<file path="config.mk">
export PLATFORM = sky130hd
export DESIGN_NAME = csr_file
export DESIGN_NICKNAME = d
export VERILOG_FILES = /design/src/rtl/csr_pkg.sv /design/src/rtl/csr_file_irq_sync.sv /design/src/rtl/csr_file.sv
export SDC_FILE = /design/constraint.sdc
export NUM_CORES = 1
export LEC_CHECK = 0
export BUFFER_PORTS_ARGS = -buffer_cell sky130_fd_sc_hd__buf_2
export CORE_ASPECT_RATIO = 0.8
export CORE_MARGIN = 4
export CORE_UTILIZATION = 40
export CTS_BUF_LIST = sky130_fd_sc_hd__clkbuf_4 sky130_fd_sc_hd__clkbuf_8
export DETAILED_ROUTE_END_ITERATION = 8
export HOLD_SLACK_MARGIN = 0.12
export PLACE_DENSITY_LB_ADDON = 0.08
export SYNTH_ARGS = -nofsm -noshare
export SYNTH_HDL_FRONTEND = slang
export SYNTH_SLANG_ARGS = --single-unit
</file>
<file path="constraint.sdc">
create_clock -name clk -period 2.7 [get_ports clk]
set_input_delay 0.54 -clock clk [delete_from_list [all_inputs] [get_ports clk]]
set_output_delay 0.54 -clock clk [all_outputs]
set_load 0.005 [all_outputs]
</file>
<file path="src/rtl/csr_pkg.sv">
// Shared constants for the machine-mode CSR file: CSR addresses, trap cause
// codes, bit positions inside mstatus/mie/mip and the redirect FSM states.
package csr_pkg;

  // CSR addresses (inst[31:20])
  localparam logic [11:0] CSR_MSTATUS = 12'h300;
  localparam logic [11:0] CSR_MIE     = 12'h304;
  localparam logic [11:0] CSR_MTVEC   = 12'h305;
  localparam logic [11:0] CSR_MEPC    = 12'h341;
  localparam logic [11:0] CSR_MCAUSE  = 12'h342;
  localparam logic [11:0] CSR_MIP     = 12'h344;

  // Interrupt cause codes (mcause low bits)
  localparam int          CAUSE_W   = 4;
  localparam logic [3:0]  CAUSE_MTI = 4'd7;
  localparam logic [3:0]  CAUSE_MEI = 4'd11;

  // Bit positions
  localparam int MSTATUS_MIE_BIT  = 3;
  localparam int MSTATUS_MPIE_BIT = 7;
  localparam int MIX_MTI_BIT      = 7;   // MTIE in mie, MTIP in mip
  localparam int MIX_MEI_BIT      = 11;  // MEIE in mie, MEIP in mip

  // Redirect FSM: REDIRECT covers the one-cycle refill bubble after a redirect
  typedef enum logic {
    RUN      = 1'b0,
    REDIRECT = 1'b1
  } state_e;

  // Byte offset of a vectored trap handler: 4 * cause
  function automatic logic [5:0] vec_offset(input logic [3:0] cause);
    return {cause, 2'b00};
  endfunction

endpackage

</file>
<file path="src/rtl/csr_file_irq_sync.sv">
// Multi-flop synchronizer bringing one asynchronous level interrupt pin into
// the clk domain. The chain resets to 0 so no spurious interrupt follows reset.
module irq_sync #(
  parameter int SYNC_STAGES = 2
) (
  input  logic clk,
  input  logic rst_n,
  input  logic i_async,
  output logic o_sync
);

  logic [SYNC_STAGES-1:0] r_chain;

  // Shift the raw pin through the flop chain; the last flop is the clean level
  always_ff @(posedge clk or negedge rst_n) begin
    if (!rst_n) begin
      r_chain <= {SYNC_STAGES{1'b0}};
    end else begin
      r_chain <= {r_chain[SYNC_STAGES-2:0], i_async};
    end
  end

  assign o_sync = r_chain[SYNC_STAGES-1];

endmodule

</file>
<file path="src/rtl/csr_file.sv">
// Machine-mode CSR file and trap unit for stage 2 of the 3-stage RV32I pipe.
// Services CSRRW reads/writes, takes timer/external interrupts, executes MRET
// and drives the PC redirect plus the flush of stages 1/2.
module csr_file
  import csr_pkg::*;
#(
  parameter int SYNC_STAGES = 2,
  parameter int XLEN        = 32
) (
  input  logic            clk,
  input  logic            rst_n,
  input  logic            instr_valid,
  input  logic            csr_rd,
  input  logic            csr_wr,
  input  logic            is_mret,
  input  logic [11:0]     csr_addr,
  input  logic [XLEN-1:0] csr_wdata,
  input  logic [XLEN-1:0] pc_ex,
  input  logic            timer_irq,
  input  logic            ext_irq,
  output logic [XLEN-1:0] csr_rdata,
  output logic            epc_taken,
  output logic [XLEN-1:0] epc_target,
  output logic            flush
);

  // Architectural state
  state_e          r_state;
  logic            r_mstatus_mie;
  logic            r_mstatus_mpie;
  logic            r_mie_mtie;
  logic            r_mie_meie;
  logic [XLEN-1:0] r_mtvec;
  logic [XLEN-1:2] r_mepc;
  logic [XLEN-1:0] r_mcause;

  // Synchronized interrupt levels (these are the mip bits)
  logic w_mtip;
  logic w_meip;

  // Decode / control
  logic            w_pend_ext;
  logic            w_pend_tmr;
  logic            w_irq_req;
  logic            w_mret_go;
  logic            w_flush_int;
  logic            w_wr_en;
  logic [3:0]      w_cause;
  logic [XLEN-1:0] w_mstatus;
  logic [XLEN-1:0] w_mie;
  logic [XLEN-1:0] w_mip;
  logic [XLEN-1:0] w_rdata_sel;
  logic [XLEN-1:0] w_vec_base;
  logic [XLEN-1:0] w_trap_target;

  // pc_ex is word aligned; its low bits never reach mepc
  logic w_unused;
  assign w_unused = &{1'b0, pc_ex[1:0]};

  irq_sync #(.SYNC_STAGES(SYNC_STAGES)) u_sync_timer (
    .clk     (clk),
    .rst_n   (rst_n),
    .i_async (timer_irq),
    .o_sync  (w_mtip)
  );

  irq_sync #(.SYNC_STAGES(SYNC_STAGES)) u_sync_ext (
    .clk     (clk),
    .rst_n   (rst_n),
    .i_async (ext_irq),
    .o_sync  (w_meip)
  );

  // Assemble the read views of mstatus, mie and mip; unimplemented bits are 0
  always_comb begin
    w_mstatus                   = {XLEN{1'b0}};
    w_mstatus[MSTATUS_MIE_BIT]  = r_mstatus_mie;
    w_mstatus[MSTATUS_MPIE_BIT] = r_mstatus_mpie;
    w_mie                       = {XLEN{1'b0}};
    w_mie[MIX_MTI_BIT]          = r_mie_mtie;
    w_mie[MIX_MEI_BIT]          = r_mie_meie;
    w_mip                       = {XLEN{1'b0}};
    w_mip[MIX_MTI_BIT]          = w_mtip;
    w_mip[MIX_MEI_BIT]          = w_meip;
  end

  // Interrupt request, cause priority and MRET qualification
  always_comb begin
    w_pend_ext = w_meip & r_mie_meie;
    w_pend_tmr = w_mtip & r_mie_mtie;
    w_irq_req  = r_mstatus_mie & instr_valid & (r_state == RUN) &
                 (w_pend_ext | w_pend_tmr);
    if (w_pend_ext) begin
      w_cause = CAUSE_MEI;
    end else begin
      w_cause = CAUSE_MTI;
    end
    w_mret_go   = is_mret & instr_valid & (r_state == RUN) & ~w_irq_req;
    w_flush_int = w_irq_req | w_mret_go | (r_state == REDIRECT);
    w_wr_en     = csr_wr & instr_valid & ~w_flush_int;
  end

  // Trap vector: direct mode jumps to base, any other mode adds 4*cause
  always_comb begin
    w_vec_base = {r_mtvec[XLEN-1:2], 2'b00};
    if (r_mtvec[1:0] == 2'b00) begin
      w_trap_target = w_vec_base;
    end else begin
      w_trap_target = w_vec_base + {{(XLEN-6){1'b0}}, vec_offset(w_cause)};
    end
  end

  // CSR read mux; unmapped addresses and idle cycles return 0
  always_comb begin
    case (csr_addr)
      CSR_MSTATUS: w_rdata_sel = w_mstatus;
      CSR_MIE:     w_rdata_sel = w_mie;
      CSR_MTVEC:   w_rdata_sel = r_mtvec;
      CSR_MEPC:    w_rdata_sel = {r_mepc, 2'b00};
      CSR_MCAUSE:  w_rdata_sel = r_mcause;
      CSR_MIP:     w_rdata_sel = w_mip;
      default:     w_rdata_sel = {XLEN{1'b0}};
    endcase
    if (csr_rd & instr_valid) begin
      csr_rdata = w_rdata_sel;
    end else begin
      csr_rdata = {XLEN{1'b0}};
    end
  end

  // Redirect outputs; held at 0 while reset is asserted
  always_comb begin
    epc_taken  = rst_n & (w_irq_req | w_mret_go);
    flush      = rst_n & w_flush_int;
    if (!rst_n) begin
      epc_target = {XLEN{1'b0}};
    end else if (w_irq_req) begin
      epc_target = w_trap_target;
    end else if (w_mret_go) begin
      epc_target = {r_mepc, 2'b00};
    end else begin
      epc_target = {XLEN{1'b0}};
    end
  end

  // FSM and CSR update: trap entry > MRET > CSRRW write
  always_ff @(posedge clk or negedge rst_n) begin
    if (!rst_n) begin
      r_state        <= RUN;
      r_mstatus_mie  <= 1'b0;
      r_mstatus_mpie <= 1'b0;
      r_mie_mtie     <= 1'b0;
      r_mie_meie     <= 1'b0;
      r_mtvec        <= {XLEN{1'b0}};
      r_mepc         <= {(XLEN-2){1'b0}};
      r_mcause       <= {XLEN{1'b0}};
    end else if (w_irq_req) begin
      r_mepc         <= pc_ex[XLEN-1:2];
      r_mcause       <= {1'b1, {(XLEN-1-CAUSE_W){1'b0}}, w_cause};
      r_mstatus_mpie <= r_mstatus_mie;
      r_mstatus_mie  <= 1'b0;
      r_state        <= REDIRECT;
    end else if (w_mret_go) begin
      r_mstatus_mie  <= r_mstatus_mpie;
      r_mstatus_mpie <= 1'b1;
      r_state        <= REDIRECT;
    end else begin
      // REDIRECT always lasts exactly one cycle
      r_state <= RUN;
      if (w_wr_en) begin
        case (csr_addr)
          CSR_MSTATUS: begin
            r_mstatus_mie  <= csr_wdata[MSTATUS_MIE_BIT];
            r_mstatus_mpie <= csr_wdata[MSTATUS_MPIE_BIT];
          end
          CSR_MIE: begin
            r_mie_mtie <= csr_wdata[MIX_MTI_BIT];
            r_mie_meie <= csr_wdata[MIX_MEI_BIT];
          end
          CSR_MTVEC:  r_mtvec  <= csr_wdata;
          CSR_MEPC:   r_mepc   <= csr_wdata[XLEN-1:2];
          CSR_MCAUSE: r_mcause <= csr_wdata;
          default: begin
            // mip and unmapped addresses are not writable
          end
        endcase
      end
    end
  end

endmodule

</file>
# Word level (Yosys, flattened, before mapping)
# Index checks and enable logic that the tools add are counted.
dict set report op_classes {
  add_sub_neg 1
  eq_ne 7
  muxes 25
  bitwise 20
  n_reduce_logical 11
}
# cell n
set ops {}
lappend ops {{32-bit 2-to-1 mux} 9}
lappend ops {{32-bit one-hot mux with 6 select lines} 1}
lappend ops {{30-bit 2-to-1 mux} 4}
lappend ops {{12-bit by 10-bit equality test with 1-bit output, second input constant} 6}
lappend ops {{32-bit by 6-bit adder with 32-bit output} 1}
lappend ops {{1-bit AND} 13}
lappend ops {{1-bit 2-to-1 mux} 10}
lappend ops {{4-bit AND reduction} 2}
lappend ops {{3-bit AND reduction} 2}
lappend ops {{2-bit nonzero test} 3}
lappend ops {{3-bit nonzero test} 2}
lappend ops {{4-bit 2-to-1 mux} 1}
lappend ops {{1-bit inverter} 4}
lappend ops {{1-bit bitwise OR} 3}
lappend ops {{2-bit logical NOT} 1}
lappend ops {{2-bit != test, second input constant} 1}
lappend ops {{2-bit AND reduction} 1}
dict set report totals {
  register_bits 103
  inputBits 84
  output_inout_bits 66
  elab_cells 74
}

# Longest topological paths before layout
dict set report depth {
  depth_word 12
  mapped_depth 9
  depth_no_buf 8
}

# Cells and area by module
# A second synthesis with hierarchy kept.
dict set report unflattened {
  hier_cells 696
  area_unflattened_um2 6194.7
}
# module n_inst cells_each area_per_inst_um2 seq_area_each_um2
set modules_own_cells {}
lappend modules_own_cells {csr_file 1 692 6094.6 2477.4}
lappend modules_own_cells {irq_sync 2 2 50.0 50.0}

# Worst setup path after synthesis
# No wires, ideal clock.
dict set report synth_timing {
  path_type {input port to output port}
  from {input csr_addr[3]}
  to {output csr_rdata[14]}
  t_arrival_ns 2.153
  required_time_ns 2.160
  slack_ns 0.007
  stages 7
  n_path_buf 2
  cell_sequence {or4_4 > or2_1 > nor3_2 > buf_2 > buf_2 > a222oi_1 > nor2_1}
}
dict set report synth_via {
  elab_chain_cells 3
  word_cells_on_any_way 8
  classes_between {eq/ne: 6; mux: 2}
}
# item line_no
set synth_rtl {}
lappend synth_rtl {{start: declaration} csr_file.sv:16} ;# input logic [11:0] csr_addr,
lappend synth_rtl {{12-bit by 10-bit equality test with 1-bit output} csr_file.sv:115} ;# case (csr_addr)
lappend synth_rtl {{32-bit one-hot mux with 6 select lines (*)} csr_file.sv:115}
lappend synth_rtl {{32-bit 2-to-1 mux (*)} csr_file.sv:124} ;# if (csr_rd & instr_valid) begin
lappend synth_rtl {{end: declaration} csr_file.sv:21} ;# output logic [XLEN-1:0] csr_rdata,
# Mark *: on every way between the ends. The rest lies on a longest branch, timed or not.

# Final worst setup path
dict set report layout_timing {
  from {register u_sync_ext.r_chain[1]}
  to {output epc_target[21]}
}
dict set report layout_via {
  elab_chain_cells 8
  word_cells_on_any_way 11
  classes_between {add/sub: 1; mux: 5; bitwise: 5}
}
# item line_no
set layout_rtl {}
lappend layout_rtl {{start: declaration} csr_file_irq_sync.sv:12} ;# logic [SYNC_STAGES-1:0] r_chain;
lappend layout_rtl {{start signal: assignment} csr_file_irq_sync.sv:17} ;# r_chain <= {SYNC_STAGES{1'b0}};
lappend layout_rtl {{start signal: assignment} csr_file_irq_sync.sv:19} ;# r_chain <= {r_chain[SYNC_STAGES-2:0], i_async};
lappend layout_rtl {{1-bit AND (*)} csr_file.sv:89} ;# w_pend_ext = w_meip & r_mie_meie;
lappend layout_rtl {{branches (longest 5 deep; another with 32-bit by 6-bit adder with 32-bit output)} n/a}
lappend layout_rtl {{32-bit 2-to-1 mux (*)} csr_file.sv:137} ;# end else if (w_irq_req) begin
lappend layout_rtl {{32-bit 2-to-1 mux (*)} csr_file.sv:135} ;# if (!rst_n) begin
lappend layout_rtl {{end: declaration} csr_file.sv:23} ;# output logic [XLEN-1:0] epc_target,
# Every way passes the cells marked *.

==> summary.md <==
| Metric | Value |
|---|---|
| Crit path time final | `3.17 ns` |
| Max FO, Critical Path | `6` |
| Pint | `2.16 mW` |
| Total power | `2.87 mW` |
| Clock power share | `0.388` |
| # nets final | `909` |
| Ant diodes | `0` |
| Clock buffer depth | `2` |
| Crit start category | `flop` |
| TritonCTS clock tree | `built` |
| Sequential share of the synthesized area | `0.435` |
| Failing checks | `negative setup slack` |
| CTS root buf | `clkbuf_8` |
| Placed cell area | `0.00733 mm2` |
| Crit path DAT | `2.63 ns` |
| CTS buffer count | `9` |
| Synthesized instance count | `615` |
| Share of post-route cells with drive strength above 1 | `0.395` |
| Avg Cell Area, Syn | `9.63 um2` |
| Vias in the first global route | `5811` |
| YS warnings | `0` |
| H-tree depth | `3` |
| Final period utilization | `1.17` |
| Capturing element type of the critical path | `output port` |
| Grt ovf | `0` |
| Row count | `39` |
| Initial Util | `0.411` |
| Number of synthesized flops with an enable pin | `0` |
| Fill count | `1263` |
| Slew HR | `0.469` |
| Routability congestion estimate | `0.847` |
| Power per cell area | `338 mW/mm2` |
| GRT Util Overall | `0.255` |
| Later-pin clock latency in the skew report | `0.40 ns` |
| I/O pins | `150` |
| Area Growth Syn to Fin | `43.4%` |
| Comb power frac | `0.070` |
| Die Y | `117 um` |
| Count of final max-slew check failures | `0` |
| Status | `finished, violations left` |
| Routed WL per cell | `21.2 um` |
| Top_reg_cell synth | `dfrtp_1` |
| Die boundary width | `144 um` |
| Vias/cell | `5.83` |
| RSZ-0062 raised after global routing | `true` |
| Finished Cell Area | `0.00849 mm2` |
| Max_cap viols | `0` |
| Initial antenna violation count | `0` |
| Final WL | `21400 um` |
| Commonest non-fill, non-tap cell in the layout | `buf_2` |
| Sequential Power Share | `0.542` |
| Via count | `5890` |
| Leakage | `4.14 nW` |
| Post-synthesis register bit count | `103` |
| DP HPWL | `13800 um` |
| Worst setup path class | `flop to output port` |
| Async S/R FF share, synth | `1.00` |
| Psw | `0.712 mW` |
| Max VDD drop | `252 uV` |
| Post-route ant nets | `0` |
| Port Buffers | `145` |
| F_max | `315 MHz` |
| Largest net degree at the start of global routing | `61` |
| Synthesized cell area | `0.00592 mm2` |
| Worst Hold Class | `primary input to flop` |
| Post-synth cell types | `55` |
| Final hold vios | `0` |
| Global-route wire length before repair | `32700 um` |
| Actual slew at the worst max-slew pin | `0.796 ns` |
| DRT iter0 DRCs | `703` |
| Most frequent cells in the layout | `buf_2, dfrtp_1, nand2_1` |
| Worst Setup Slack, final | `-0.471 ns` |
| DRT Pass-1 Iters | `8` |
| Required time of the critical path | `2.16 ns` |
| Area of the core | `0.0144 mm2` |
| Fin Setup TNS | `-11.99 ns` |
| Clock Skews | `0.0133 ns` |
| Clk sinks | `103` |
| DIE AREA | `0.0168 mm2` |
| Switching Fraction | `0.248` |
| DRC | `0` |
| Final setup vio count | `57` |
| Clock slew at reported path FFs | `0.09 ns` |
==> final cells by class <==
class,count,area [um2],area share
Inverter,14,55.1,0.00648
Sequential cell,103,2580,0.304
Timing Repair Buffer,241,1870,0.220
Tap cell,184,230,0.0271
Clock buffer,9,124,0.0146
Multi-Input combinational cell,453,3540,0.417
Clock inverter,7,95.1,0.0112
==> critical path, cell delays in order (launching register included) <==
cell	delay, ns
dfrtp_1	0.42
nand2_4	0.12
inv_4	0.05
ha_4	0.27
o211ai_1	0.16
a2111oi_4	0.33
buf_4	0.21
buf_4	0.12
nand2_4	0.04
xnor2_2	0.13
a211oi_2	0.23
buf_2	0.15
==> synthesized netlist by cell type (4+ instances only) <==
cell / number / area [um2]
a211oi_1: 9 / 67.6
a21oi_1: 11 / 55.1
a222oi_1: 27 / 270
a22o_1: 28 / 245
and3_1: 7 / 43.8
buf_1: 4 / 15.0
buf_2: 9 / 45.0
clkbuf_1: 27 / 101
dfrtp_1: 103 / 2580
inv_1: 14 / 52.6
mux2_1: 29 / 327
mux2_2: 4 / 45.0
mux2i_1: 37 / 370
nand2_1: 73 / 274
nand2b_1: 4 / 25.0
nand3_1: 15 / 75.1
nand4_1: 8 / 50.1
nor2_1: 49 / 184
nor2b_1: 4 / 25.0
nor3_1: 11 / 55.1
nor4_1: 4 / 25.0
o21ai_0: 46 / 230
o21ai_1: 7 / 35.0
xnor2_1: 25 / 219
xor2_1: 4 / 35.0
==> cells by family after synthesis <==
group                      synth area share
other                              0.000633
xor gates and xnor gates             0.0429
muxes                                 0.125
adders and majority gates           0.00634
AOI/OAI and AO/OA                     0.182
and+or+nand+nor                       0.162
buffers and inverters                0.0456
DFF                                   0.435
==> power by group through the flow <==
stage | combinational (mW) | clock [mW] | sequential [mW]
finish | 0.200 | 1.11 | 1.56
floorplan | 0.0442 | 0 | 1.59
global route | 0.220 | 1.21 | 1.56
CTS | 0.197 | 1.13 | 1.56
detailed placement | 0.189 | 0 | 1.59
global placement | 0.186 | 0 | 1.59
==> what timing repair did <==
action / 4_1_cts / 5_1_grt
hold buffers: 1 / 0
pin swaps: 26 / 48
gates cloned: 11 / 0
endpoints found under the hold margin: 8 / 0
gates resized for setup: 90 / 46
buffers inserted: 18 / 9
setup endpoints to repair: 58 / 62
==> stage by stage <==
step / util / hold slack, ns / std cells / worst slack, ns
4_1_cts: 0.579 / 0.227 / 1009 / -0.514
2_1_floorplan: - / 0.244 / 616 / 0.00726
3_3_place_gp: 0.509 / 0.334 / 963 / -0.255
5_1_grt: 0.590 / 0.232 / 1011 / -0.556
3_5_place_dp: 0.509 / 0.336 / 963 / -0.256
6_report: 0.590 / 0.252 / 1011 / -0.471
==> state kept, by name, summed over array words and instances, names as in the netlist <==
signal	count
r_mepc	30
r_mtvec	32
r_mstatus_mpie	1
r_mie_mtie	1
u_sync_ext.r_chain	2
u_sync_timer.r_chain	2
r_mie_meie	1
r_state	1
r_mstatus_mie	1
r_mcause	32
==> path summary, 6_finish.rpt <==
check	cells after the start	slack, ns	from	endpoint
min in group asynchronous	2	0.53	rst_n	r_mtvec[0]
hold / removal	1	0.25	timer_irq	u_sync_timer.r_chain[0]
max in group asynchronous	3	1.13	rst_n	r_mepc[19]
hold reg to reg	0	0.35	u_sync_timer.r_chain[0]	u_sync_timer.r_chain[1]
setup reg to reg	8	0.59	r_mie_meie	r_mtvec[13]
setup / recovery	11	-0.47	u_sync_ext.r_chain[1]	epc_target[21]
==> routing by layer <==
layer,vias to the layer above,GRT usage,wire length (um)
li1,2675,-,-
met1,2881,0.375,9550
met2,308,0.383,9690
met3,26,0.0512,1880
met4,0,0.0703,322
met5,-,0,0
Power figures use the tool's default switching activity.
